<file path="src/rtl/sa_pkg.sv">
// sa_pkg: shared types and default constants for the sa_ctrl job sequencer.
//   sa_state_t      controller state encoding
//   SA_*_DEF        default geometry / timing constants
//   sa_drain_lat()  drain latency derived from array size
//   sa_timeout()    drain timeout derived from array size
//   sa_row_bits()   flat bit width of one row
package sa_pkg;

    typedef enum logic [2:0] {
        IDLE   = 3'd0,
        LOAD_B = 3'd1,
        LOAD_A = 3'd2,
        WAIT   = 3'd3,
        DRAIN  = 3'd4,
        OUT    = 3'd5
    } sa_state_t;

    localparam int SA_WIDTH_DEF     = 16;
    localparam int SA_SIZE_DEF      = 4;
    localparam int SA_DRAIN_LAT_DEF = 2 * SA_SIZE_DEF - 1;
    localparam int SA_TIMEOUT_DEF   = 4 * SA_SIZE_DEF;

    function automatic int sa_drain_lat(input int size);
        return 2 * size - 1;
    endfunction

    function automatic int sa_timeout(input int size);
        return 4 * size;
    endfunction

    function automatic int sa_row_bits(input int size, input int width);
        return size * width;
    endfunction

endpackage

</file>
<file path="src/rtl/sa_res_buf.sv">
// sa_res_buf: SIZE-deep synchronous FIFO holding one job's result rows.
//   clk, rst         clock, synchronous active-high reset (to empty)
//   i_push, i_data   write strobe and row; ignored when full
//   i_pop            read strobe; ignored when empty
//   o_data           head row, stable until popped
//   o_full, o_empty  occupancy flags
//   o_count          rows currently stored (0..SIZE)
module sa_res_buf
    import sa_pkg::*;
#(
    parameter int WIDTH = SA_WIDTH_DEF,
    parameter int SIZE  = SA_SIZE_DEF
) (
    input  logic                          clk,
    input  logic                          rst,
    input  logic                          i_push,
    input  logic [SIZE-1:0][WIDTH-1:0]    i_data,
    input  logic                          i_pop,
    output logic [SIZE-1:0][WIDTH-1:0]    o_data,
    output logic                          o_full,
    output logic                          o_empty,
    output logic [$clog2(SIZE+1)-1:0]     o_count
);

    localparam int PTR_W = $clog2(SIZE);
    localparam int CNT_W = $clog2(SIZE + 1);

    logic [SIZE-1:0][WIDTH-1:0] r_mem [SIZE];
    logic [PTR_W-1:0]           r_wr_ptr;
    logic [PTR_W-1:0]           r_rd_ptr;
    logic [CNT_W-1:0]           r_count;
    logic                       w_do_push;
    logic                       w_do_pop;

    assign o_full    = (r_count == CNT_W'(SIZE));
    assign o_empty   = (r_count == '0);
    assign o_count   = r_count;
    assign o_data    = r_mem[r_rd_ptr];
    assign w_do_push = i_push && !o_full;
    assign w_do_pop  = i_pop && !o_empty;

    function automatic logic [PTR_W-1:0] ptr_inc(input logic [PTR_W-1:0] p);
        return (p == PTR_W'(SIZE - 1)) ? '0 : p + 1'b1;
    endfunction

    // Storage needs no reset: emptiness is tracked by r_count alone.
    always_ff @(posedge clk) begin
        if (w_do_push) begin
            r_mem[r_wr_ptr] <= i_data;
        end
    end

    always_ff @(posedge clk) begin
        if (rst) begin
            r_wr_ptr <= '0;
            r_rd_ptr <= '0;
            r_count  <= '0;
        end else begin
            if (w_do_push) begin
                r_wr_ptr <= ptr_inc(r_wr_ptr);
            end
            if (w_do_pop) begin
                r_rd_ptr <= ptr_inc(r_rd_ptr);
            end
            case ({w_do_push, w_do_pop})
                2'b10:   r_count <= r_count + 1'b1;
                2'b01:   r_count <= r_count - 1'b1;
                default: r_count <= r_count;
            endcase
        end
    end

endmodule

</file>
<file path="src/rtl/sa_ctrl.sv">
// sa_ctrl: job sequencer in front of the sa_top systolic array.
// Loads SIZE rows of B then SIZE rows of A, waits out the array latency,
// drains SIZE result rows into a local buffer and replays them on a
// ready/valid stream.
//   clk, rst                      clock, synchronous active-high reset
//   i_start / o_busy              job start pulse / not-idle indicator
//   i_row_vld, o_row_rdy, i_row   input row stream (B rows, then A rows)
//   o_sa_we, o_sa_a_vld, o_sa_rows  registered issue to sa_top
//   o_sa_c_vld                    drain request to sa_top
//   i_sa_c_vld, i_sa_c_rows       result rows from sa_top
//   o_res_vld, i_res_rdy, o_res_row, o_res_last  result stream
//   o_err                         sticky timeout / overflow flag
//
// state  | meaning
// IDLE   | no job; waiting for i_start
// LOAD_B | accepting SIZE B rows, issued as sa_top writes
// LOAD_A | accepting SIZE A rows, issued as sa_top A-stream
// WAIT   | last A row issued; letting the array pipeline settle
// DRAIN  | requesting results, capturing rows into the buffer
// OUT    | replaying captured rows; back to IDLE once empty
module sa_ctrl
    import sa_pkg::*;
#(
    parameter int WIDTH     = SA_WIDTH_DEF,
    parameter int SIZE      = SA_SIZE_DEF,
    parameter int DRAIN_LAT = sa_drain_lat(SIZE),
    parameter int TIMEOUT   = sa_timeout(SIZE)
) (
    input  logic                       clk,
    input  logic                       rst,
    input  logic                       i_start,
    output logic                       o_busy,
    input  logic                       i_row_vld,
    output logic                       o_row_rdy,
    input  logic [SIZE-1:0][WIDTH-1:0] i_row,
    output logic                       o_sa_we,
    output logic                       o_sa_a_vld,
    output logic [SIZE-1:0][WIDTH-1:0] o_sa_rows,
    output logic                       o_sa_c_vld,
    input  logic                       i_sa_c_vld,
    input  logic [SIZE-1:0][WIDTH-1:0] i_sa_c_rows,
    output logic                       o_res_vld,
    input  logic                       i_res_rdy,
    output logic [SIZE-1:0][WIDTH-1:0] o_res_row,
    output logic                       o_res_last,
    output logic                       o_err
);

    localparam int BEAT_W = $clog2(SIZE);
    localparam int WAIT_W = $clog2(DRAIN_LAT + 1);
    localparam int TMO_W  = $clog2(TIMEOUT + 1);
    localparam int CAP_W  = $clog2(SIZE + 1);

    sa_state_t                  r_state;
    sa_state_t                  w_next;
    logic [BEAT_W-1:0]          r_beat_cnt;
    logic [WAIT_W-1:0]          r_wait_cnt;
    logic [TMO_W-1:0]           r_tmo_cnt;
    logic [CAP_W-1:0]           r_cap_cnt;
    logic                       r_err;
    logic                       r_we;
    logic                       r_a_vld;
    logic [SIZE-1:0][WIDTH-1:0] r_rows;

    logic                       w_beat;
    logic                       w_last_beat;
    logic                       w_cap_any;
    logic                       w_push;
    logic                       w_ovf;
    logic                       w_pop;
    logic                       w_tmo_hit;
    logic                       w_buf_full;
    logic                       w_buf_empty;
    logic [CAP_W-1:0]           w_buf_count;

    always_ff @(posedge clk) begin
        if (rst) begin
            r_state <= IDLE;
        end else begin
            r_state <= w_next;
        end
    end

    always_comb begin
        w_next      = r_state;
        o_busy      = 1'b1;
        o_row_rdy   = 1'b0;
        o_sa_c_vld  = 1'b0;
        o_res_vld   = 1'b0;
        w_beat      = 1'b0;
        w_last_beat = 1'b0;
        w_cap_any   = 1'b0;
        w_tmo_hit   = 1'b0;
        case (r_state)
            IDLE: begin
                o_busy = 1'b0;
                if (i_start) begin
                    w_next = LOAD_B;
                end
            end
            LOAD_B: begin
                o_row_rdy   = 1'b1;
                w_beat      = i_row_vld;
                w_last_beat = i_row_vld && (r_beat_cnt == BEAT_W'(SIZE - 1));
                if (w_last_beat) begin
                    w_next = LOAD_A;
                end
            end
            LOAD_A: begin
                o_row_rdy   = 1'b1;
                w_beat      = i_row_vld;
                w_last_beat = i_row_vld && (r_beat_cnt == BEAT_W'(SIZE - 1));
                if (w_last_beat) begin
                    w_next = WAIT;
                end
            end
            WAIT: begin
                w_cap_any = i_sa_c_vld;
                if (r_wait_cnt == '0) begin
                    w_next = DRAIN;
                end
            end
            DRAIN: begin
                w_cap_any  = i_sa_c_vld;
                // The drain request runs for the first SIZE cycles of DRAIN;
                // the timeout counter doubles as the drain cycle index.
                o_sa_c_vld = (r_tmo_cnt < TMO_W'(SIZE));
                if (r_cap_cnt == CAP_W'(SIZE)) begin
                    w_next = OUT;
                end else if (r_tmo_cnt == TMO_W'(TIMEOUT - 1)) begin
                    w_tmo_hit = 1'b1;
                    w_next    = OUT;
                end
            end
            OUT: begin
                o_res_vld = !w_buf_empty;
                if (w_buf_empty || (i_res_rdy && (w_buf_count == CAP_W'(1)))) begin
                    w_next = IDLE;
                end
            end
            default: begin
                w_next = IDLE;
            end
        endcase
    end

    assign w_push     = w_cap_any && (r_cap_cnt != CAP_W'(SIZE)) && !w_buf_full;
    assign w_ovf      = w_cap_any && (r_cap_cnt == CAP_W'(SIZE));
    assign w_pop      = o_res_vld && i_res_rdy;
    assign o_res_last = o_res_vld && (w_buf_count == CAP_W'(1));
    assign o_sa_we    = r_we;
    assign o_sa_a_vld = r_a_vld;
    assign o_sa_rows  = r_rows;
    assign o_err      = r_err;

    always_ff @(posedge clk) begin
        if (rst) begin
            r_beat_cnt <= '0;
            r_wait_cnt <= '0;
            r_tmo_cnt  <= '0;
            r_cap_cnt  <= '0;
            r_err      <= 1'b0;
            r_we       <= 1'b0;
            r_a_vld    <= 1'b0;
            r_rows     <= '0;
        end else begin
            r_we    <= w_beat && (r_state == LOAD_B);
            r_a_vld <= w_beat && (r_state == LOAD_A);
            if (w_beat) begin
                r_rows     <= i_row;
                r_beat_cnt <= w_last_beat ? '0 : r_beat_cnt + 1'b1;
            end

            // WAIT lasts DRAIN_LAT+1 cycles: the cycle the last A row is
            // on o_sa_a_vld, then DRAIN_LAT idle cycles.
            if ((r_state == LOAD_A) && w_last_beat) begin
                r_wait_cnt <= WAIT_W'(DRAIN_LAT);
            end else if ((r_state == WAIT) && (r_wait_cnt != '0)) begin
                r_wait_cnt <= r_wait_cnt - 1'b1;
            end

            if (r_state == DRAIN) begin
                r_tmo_cnt <= r_tmo_cnt + 1'b1;
            end else begin
                r_tmo_cnt <= '0;
            end

            if (w_push) begin
                r_cap_cnt <= r_cap_cnt + 1'b1;
            end else if ((r_state == OUT) && (w_next == IDLE)) begin
                r_cap_cnt <= '0;
            end

            if ((r_state == IDLE) && i_start) begin
                r_err <= 1'b0;
            end else if (w_ovf || w_tmo_hit) begin
                r_err <= 1'b1;
            end
        end
    end

    sa_res_buf #(
        .WIDTH (WIDTH),
        .SIZE  (SIZE)
    ) u_res_buf (
        .clk     (clk),
        .rst     (rst),
        .i_push  (w_push),
        .i_data  (i_sa_c_rows),
        .i_pop   (w_pop),
        .o_data  (o_res_row),
        .o_full  (w_buf_full),
        .o_empty (w_buf_empty),
        .o_count (w_buf_count)
    );

endmodule
</file>
<file path="config.mk">
export PLATFORM = sky130hd
export DESIGN_NAME = sa_ctrl
export DESIGN_NICKNAME = d
export VERILOG_FILES = /design/src/rtl/sa_pkg.sv /design/src/rtl/sa_res_buf.sv /design/src/rtl/sa_ctrl.sv
export SDC_FILE = /design/constraint.sdc
export NUM_CORES = 1
export LEC_CHECK = 0
export ABC_CLOCK_PERIOD_IN_PS = 2900
export CORE_MARGIN = 5
export CORE_UTILIZATION = 46
export DETAILED_ROUTE_END_ITERATION = 16
export PLACE_DENSITY = 0.76
export SLEW_MARGIN = 10
export SYNTH_ARGS = -nofsm -noshare
export SYNTH_HDL_FRONTEND = slang
export SYNTH_HIERARCHICAL = 1
export SYNTH_SLANG_ARGS = --single-unit
</file>
<file path="constraint.sdc">
create_clock -name clk -period 2.9 [get_ports clk]
set_input_delay 0.58 -clock clk [delete_from_list [all_inputs] [get_ports clk]]
set_output_delay 0.58 -clock clk [all_outputs]
set_load 0.01 [all_outputs]
</file>
==> impl_metrics.ini, run 1 <==
[critical_path]
path_class = reg2out
worstPathArrival_ns = 2.23
endpoint_kind = output port
cp_max_fo = 9
required_ns = 2.32
cp-start-kind = flop

[drt]
wl_um = 28100
viasPerCell = 5.09
final_antenna_net_count = 0
drc_errors = 0
avgRoutedWirePerCell_um = 19.0
vias = 7548
drt-initial-drc-count = 264
dr.pass1.iters = 4

[logic_synthesis]
syn_area_per_cell_um2 = 16.5
synth_edf_count = 256
ys_seq_area_share_pct = 73.9
yosysWarningCount = 6
yosysMostFrequentCell = edfxtp_1
syn_inst = 782
ys_types = 51
synth_common_cells = edfxtp_1, nand2_1, dfxtp_1, a21oi_1, mux4_2
synth_nets = 930
netlist.area_leader.share_pct = 59.6
netlist_area_um2 = 12900
ys.flop_type = edfxtp_1
ys_top_cells_by_area = edfxtp_1, dfxtp_1, mux4_2, nand2_1, a21oi_1
yosys.area.top_type = edfxtp_1
synthArstFlopShare_pct = 0
ys_ff_latch = 348

[clocking]
clk_latency_ns = 0.52
cts.clk_slew.worst_paths_ns = 0.06
cts_tree = done
htree_levels = 2
cts-hold-fix-buffers = 0
cts_max_path_buffers = 3
cts_root_buf = clkbuf_16
numCtsBuffers = 37
clock_sinks = 348

[timing]
finalMaxSlewViolations = 0
finClkSkew_ns = 0.0192
tightest_slew_ns = 0.530
timing.final.ws_setup_ns = 0.0889
fin_hold_ws_ns = 0.447
fin_tns_setup_ns = 0
finalHoldViolations = 0
max-slew-margin-rel_pct = 63.8
post-route-min-period_ns = 2.81
period_share_pct = 96.9
max_freq_mhz = 356
setup_viol = 0

[place]
gp_congestion = 0.815
dp_cells = 1412
hpwl_um = 18800
port_buffers = 269
post-place-ws_ns = 0.0330
place_area_um2 = 16200

[layout]
final_area_um2 = 17500
fillers = 1988
multiInputGateArea_um2 = 3100
nets = 1225
regArea_um2 = 9540
area_growth_pct = 35.6
fin_cells = 1483
final_util_pct = 63.2
drive_above_1_share_pct = 14.4

[die]
die_h_um = 177
io_pins = 270
row_count = 61
die_w_um = 177
design.core.area_um2 = 27700
initial_utilization_pct = 46.6
die_area_um2 = 31500

[power_and_ir_drop]
leakagePower_nw = 6.00
clkPwrFrac_pct = 43.1
p_seq_share_pct = 52.7
power_per_cell_area_nw_per_um2 = 585
power_mw = 10.2
p_sw_mw = 2.00
intPower_mw = 8.24
ir_drop_mv = 0.397
swShare_pct = 19.5
p_comb_share_pct = 4.3

[grt]
grt_util_all_layers_pct = 17.8
grt_pass1_wl_um = 43900
grt_max_degree = 45
antenna_found_initial = 3
grt-ovfl-total = 0
grt_pass1_vias = 8009

[min_path]
min_path_type = reg2reg

[job]
max-cap-violations = 0

[outcome]
status = complete, no violations
[layout make-up]
cell class	count	area share, %
multi-input cells	375	17.7
well taps	378	2.70
clock buffers	49	5.73
clock inverters	17	0.844
flip-flops and latches	348	54.5
inverters	18	0.393
repair buffers	297	18.1
diodes	1	0.0143
[cells by family after synthesis]
logic type,share of synthesized area (%)
XOR/XNOR,0.339
buffers and inverters,2.28
AO/OA/AOI/OAI,4.00
flip-flops,73.9
adder cells (fa/ha/maj),1.42
AND/OR/NAND/NOR,6.79
multiplexers,11.3
[final timing paths]
kind	to	cells past startpoint	slack (ns)	startpoint
worst max-delay path	o_res_row[31]	4	0.09	flop
worst min-delay path	r_tmo_cnt[0]$_SDFF_PP0_	1	0.45	r_tmo_cnt[0]$_SDFF_PP0_
worst max register to register	u_res_buf/o_count[2]$_SDFFE_PP0P_	13	0.23	u_res_buf/o_count[1]$_SDFFE_PP0P_
worst min register to register	r_tmo_cnt[0]$_SDFF_PP0_	1	0.45	r_tmo_cnt[0]$_SDFF_PP0_
[layout by cell type (no fill, tap or decap), types with 3 or more instances in the layout]
master           synthesis  final
a21oi_1                 76     76
buf_12                   0     12
clkdlybuf4s50_1          0    230
xor2_1                   4      4
buf_4                   11     14
nor2_1                  10     10
ha_1                    13     13
clkbuf_16                0     39
mux4_2                  64     64
clkbuf_1                11     10
o21ai_0                  5      5
dlygate4sd2_1            0      4
nand3_1                  9      8
inv_1                   17     17
dfxtp_1                 92     89
and3_4                   0      4
edfxtp_1               256    256
nor2b_1                  4      4
nor3_1                   7      7
a211oi_1                 3      3
dlymetal6s2s_1           0     34
clkinv_1                 0     11
nand2_1                139    139
[worst max-delay path, cell delays in order (launching register included)]
cell,delay (ns)
dfxtp_4,0.43
buf_12,0.14
clkbuf_16,0.17
mux4_2,0.49
clkdlybuf4s50_1,0.49
[repair_timing]
item / in CTS / in global routing
cloned: 0 / 1
resized for setup: 4 / 36
endpoints found under the setup margin: 56 / 28
hold endpoints to repair: 0 / 0
setup buffers: 1 / 2
[registers in the layout (all words and copies together), names as in the netlist, named ones only]
| name | flops |
|---|---|
| o_sa_we | 1 |
| r_tmo_cnt | 5 |
| o_sa_a_vld | 1 |
| r_cap_cnt | 3 |
| u_res_buf/r_mem | 256 |
| r_state | 3 |
| u_res_buf/r_rd_ptr | 2 |
| u_res_buf/r_wr_ptr | 2 |
| r_wait_cnt | 3 |
| u_res_buf/o_count | 3 |
| o_err | 1 |
| r_beat_cnt | 2 |
| o_sa_rows | 64 |
[routing by layer]
metal / global-route usage [%] / vias to the layer above / share of wire, % / routed length (um)
met1: 21.6 / 3687 / 40 / 11200
li1: - / 3541 / - / -
met2: 29.9 / 272 / 49 / 13700
met5: 0 / - / 0.10 / 28
met3: 7.37 / 42 / 10 / 2870
met4: 3.77 / 6 / 1.5 / 408
[power groups by stage]
stage	logic, mW	clock network [mW]	registers, mW
floorplan	0.0982	0	5.52
global placement	0.430	0	5.50
detailed placement	0.438	0	5.50
CTS	0.441	4.55	5.39
global route	0.474	4.78	5.39
finish	0.437	4.41	5.39
Power figures use the tool's default switching activity.
==> run 2, diff against run 1 <==
- CTS_CLUSTER_DIAMETER: default -> 100
==> results of run 2 <==
No change in the layout: final DEF, timing and power equal those of run 1.
==> run 3, diff against run 2 <==
- CORE_MARGIN: 5 -> 10
- CTS_CLUSTER_SIZE: default -> 40
- SKIP_CTS_REPAIR_TIMING: default -> 1
==> impl_metrics.ini, run 3 (synthesized netlist as in run 1, its figures left out) <==
[outcome]
status = complete, no violations

[die]
die_w_um = 187
die_area_um2 = 35100
design.core.area_um2 = 27700
io_pins = 270
die_h_um = 187
initial_utilization_pct = 46.6
row_count = 61

[timing]
max-slew-margin-rel_pct = 59.6
finalMaxSlewViolations = 0
period_share_pct = 97.5
rsz0062_at_grt = yes
finalHoldViolations = 0
max_freq_mhz = 354
post-route-min-period_ns = 2.83
tightest_slew_ns = 0.605
finClkSkew_ns = 0.0157
setup_viol = 0

[power_and_ir_drop]
power_per_cell_area_nw_per_um2 = 489
leakagePower_nw = 5.58
power_mw = 8.17
ir_drop_mv = 0.387

[place]
port_buffers = 269
hpwl_um = 20200
dp_cells = 1411
gp_congestion = 0.802

[clocking]
numCtsBuffers = 13
cts_max_path_buffers = 3
cts_root_buf = clkbuf_16
clk_latency_ns = 0.50
cts_tree = done
clock_sinks = 348
cts.clk_slew.worst_paths_ns = 0.13
htree_levels = 1

[layout]
largest_reg_flops = 256
fin_cells = 1431
fillers = 2072
drive_above_1_share_pct = 12.1
nets = 1196
regMostFlops = u_res_buf/r_mem
final_cell_mix = edfxtp_1, clkdlybuf4s50_1, nand2_1, dfxtp_1, a21oi_1
final_common_cell = edfxtp_1
area_growth_pct = 29.4

[grt]
grt-ovfl-total = 0
grt_pass1_vias = 7820
grt_util_all_layers_pct = 16.1
grt_max_degree = 65
grt_pass1_wl_um = 45100
antenna_found_initial = 1

[critical_path]
path_class = reg2out
required_ns = 2.32
crit_slowest_cell = mux4_2
r2r-start = u_res_buf/o_count[2]$_SDFFE_PP0P_
path_delay_family = buffers and inverters
reg2reg_depth = 13
max_stage_delay_ns = 0.57
worst-path-stages = 3
worstPathArrival_ns = 2.25
cp-start-kind = flop
ff2ff_setup_slack_ns = 0.20
path_cells = buf_12 -> mux4_2 -> clkdlybuf4s50_1
r2r-end = u_res_buf/o_count[2]$_SDFFE_PP0P_
crit_end = o_res_row[0]
cp_max_fo = 28
endpoint_kind = output port
critPathBufInv = 2

[drt]
avgRoutedWirePerCell_um = 20.2
final_antenna_net_count = 0
dr.pass1.iters = 5
viasPerCell = 5.16
vias = 7381
wl_um = 28900
drc_errors = 0
drt-initial-drc-count = 410

[job]
max-cap-violations = 0

[min_path]
min_path_type = in2reg
==> run 3: changes by cell type in the layout (fill, tap and decap cells not counted), sizes merged, moves of 4 or more <==
cell,previous run,this run
buf,28,24
dlymetal6s2s,34,30
clkdlybuf4s50,230,238
clkbuf,50,15
clkinv,15,2
dlygate4sd2,4,0
==> run 3: cell type report <==
class,count,area (um^2),area share (%)
clock buffer,15,333,1.99
inverter,18,68.8,0.412
timing repair buffer,292,3120,18.7
antenna,1,2.50,0.0150
multi-input combinational,375,3110,18.6
tap,378,473,2.83
sequential,348,9540,57.1
clock inverter,4,60.1,0.360
==> run 3: through the flow <==
stage	utilization, %	setup WS [ns]	setup TNS (ns)	hold WS [ns]	area (um^2)
after floorplan	-	0.161	0	0.418	12900
after global placement	58.5	0.110	0	0.431	16200
after detailed placement	58.5	0.0375	0	0.441	16200
after CTS	59.9	-0.0380	-0.129	0.342	16600
after global routing	60.3	-0.0187	-0.0390	0.355	16700
final	60.3	0.0737	0	0.360	16700
==> run 3: worst min path at each step <==
stage                            startpoint                    endpoint  slack [ns]  depth (start not counted)
finish                                  rst  o_sa_rows[62]$_SDFFE_PP0P_        0.36                          2
detailed placement  r_tmo_cnt[0]$_SDFF_PP0_     r_tmo_cnt[0]$_SDFF_PP0_        0.44                          1
CTS                                     rst   o_sa_rows[6]$_SDFFE_PP0P_        0.34                          2
global placement    r_tmo_cnt[0]$_SDFF_PP0_     r_tmo_cnt[0]$_SDFF_PP0_        0.43                          1
global route                            rst  o_sa_rows[49]$_SDFFE_PP0P_        0.35                          2
floorplan           r_tmo_cnt[0]$_SDFF_PP0_     r_tmo_cnt[0]$_SDFF_PP0_        0.42                          1
==> run 3: power by group <==
part           internal (mW)  switching, mW
Sequential              5.36         0.0198
Clock                  0.886           1.46
Combinational          0.258          0.186
==> run 3: metal layers <==
layer,GRT usage [%],share of wire [%],vias to the layer above,wire (um)
met5,0,0,-,0
met4,3.35,1.5,0,442
met3,6.58,11,19,3190
met2,25.6,46,301,13300
met1,20.3,41,3595,11900
li1,-,-,3466,-
==> run 3: worst register-to-register path, stage by stage (launching register included) <==
cell	delay (ns)
dfxtp_2	0.41
or3b_1	0.38
inv_1	0.06
a21oi_1	0.05
o211ai_2	0.13
clkinv_2	0.09
and2_4	0.15
inv_1	0.05
ha_1	0.17
inv_1	0.06
fa_1	0.37
xor2_1	0.17
or3_2	0.41
a21oi_1	0.14
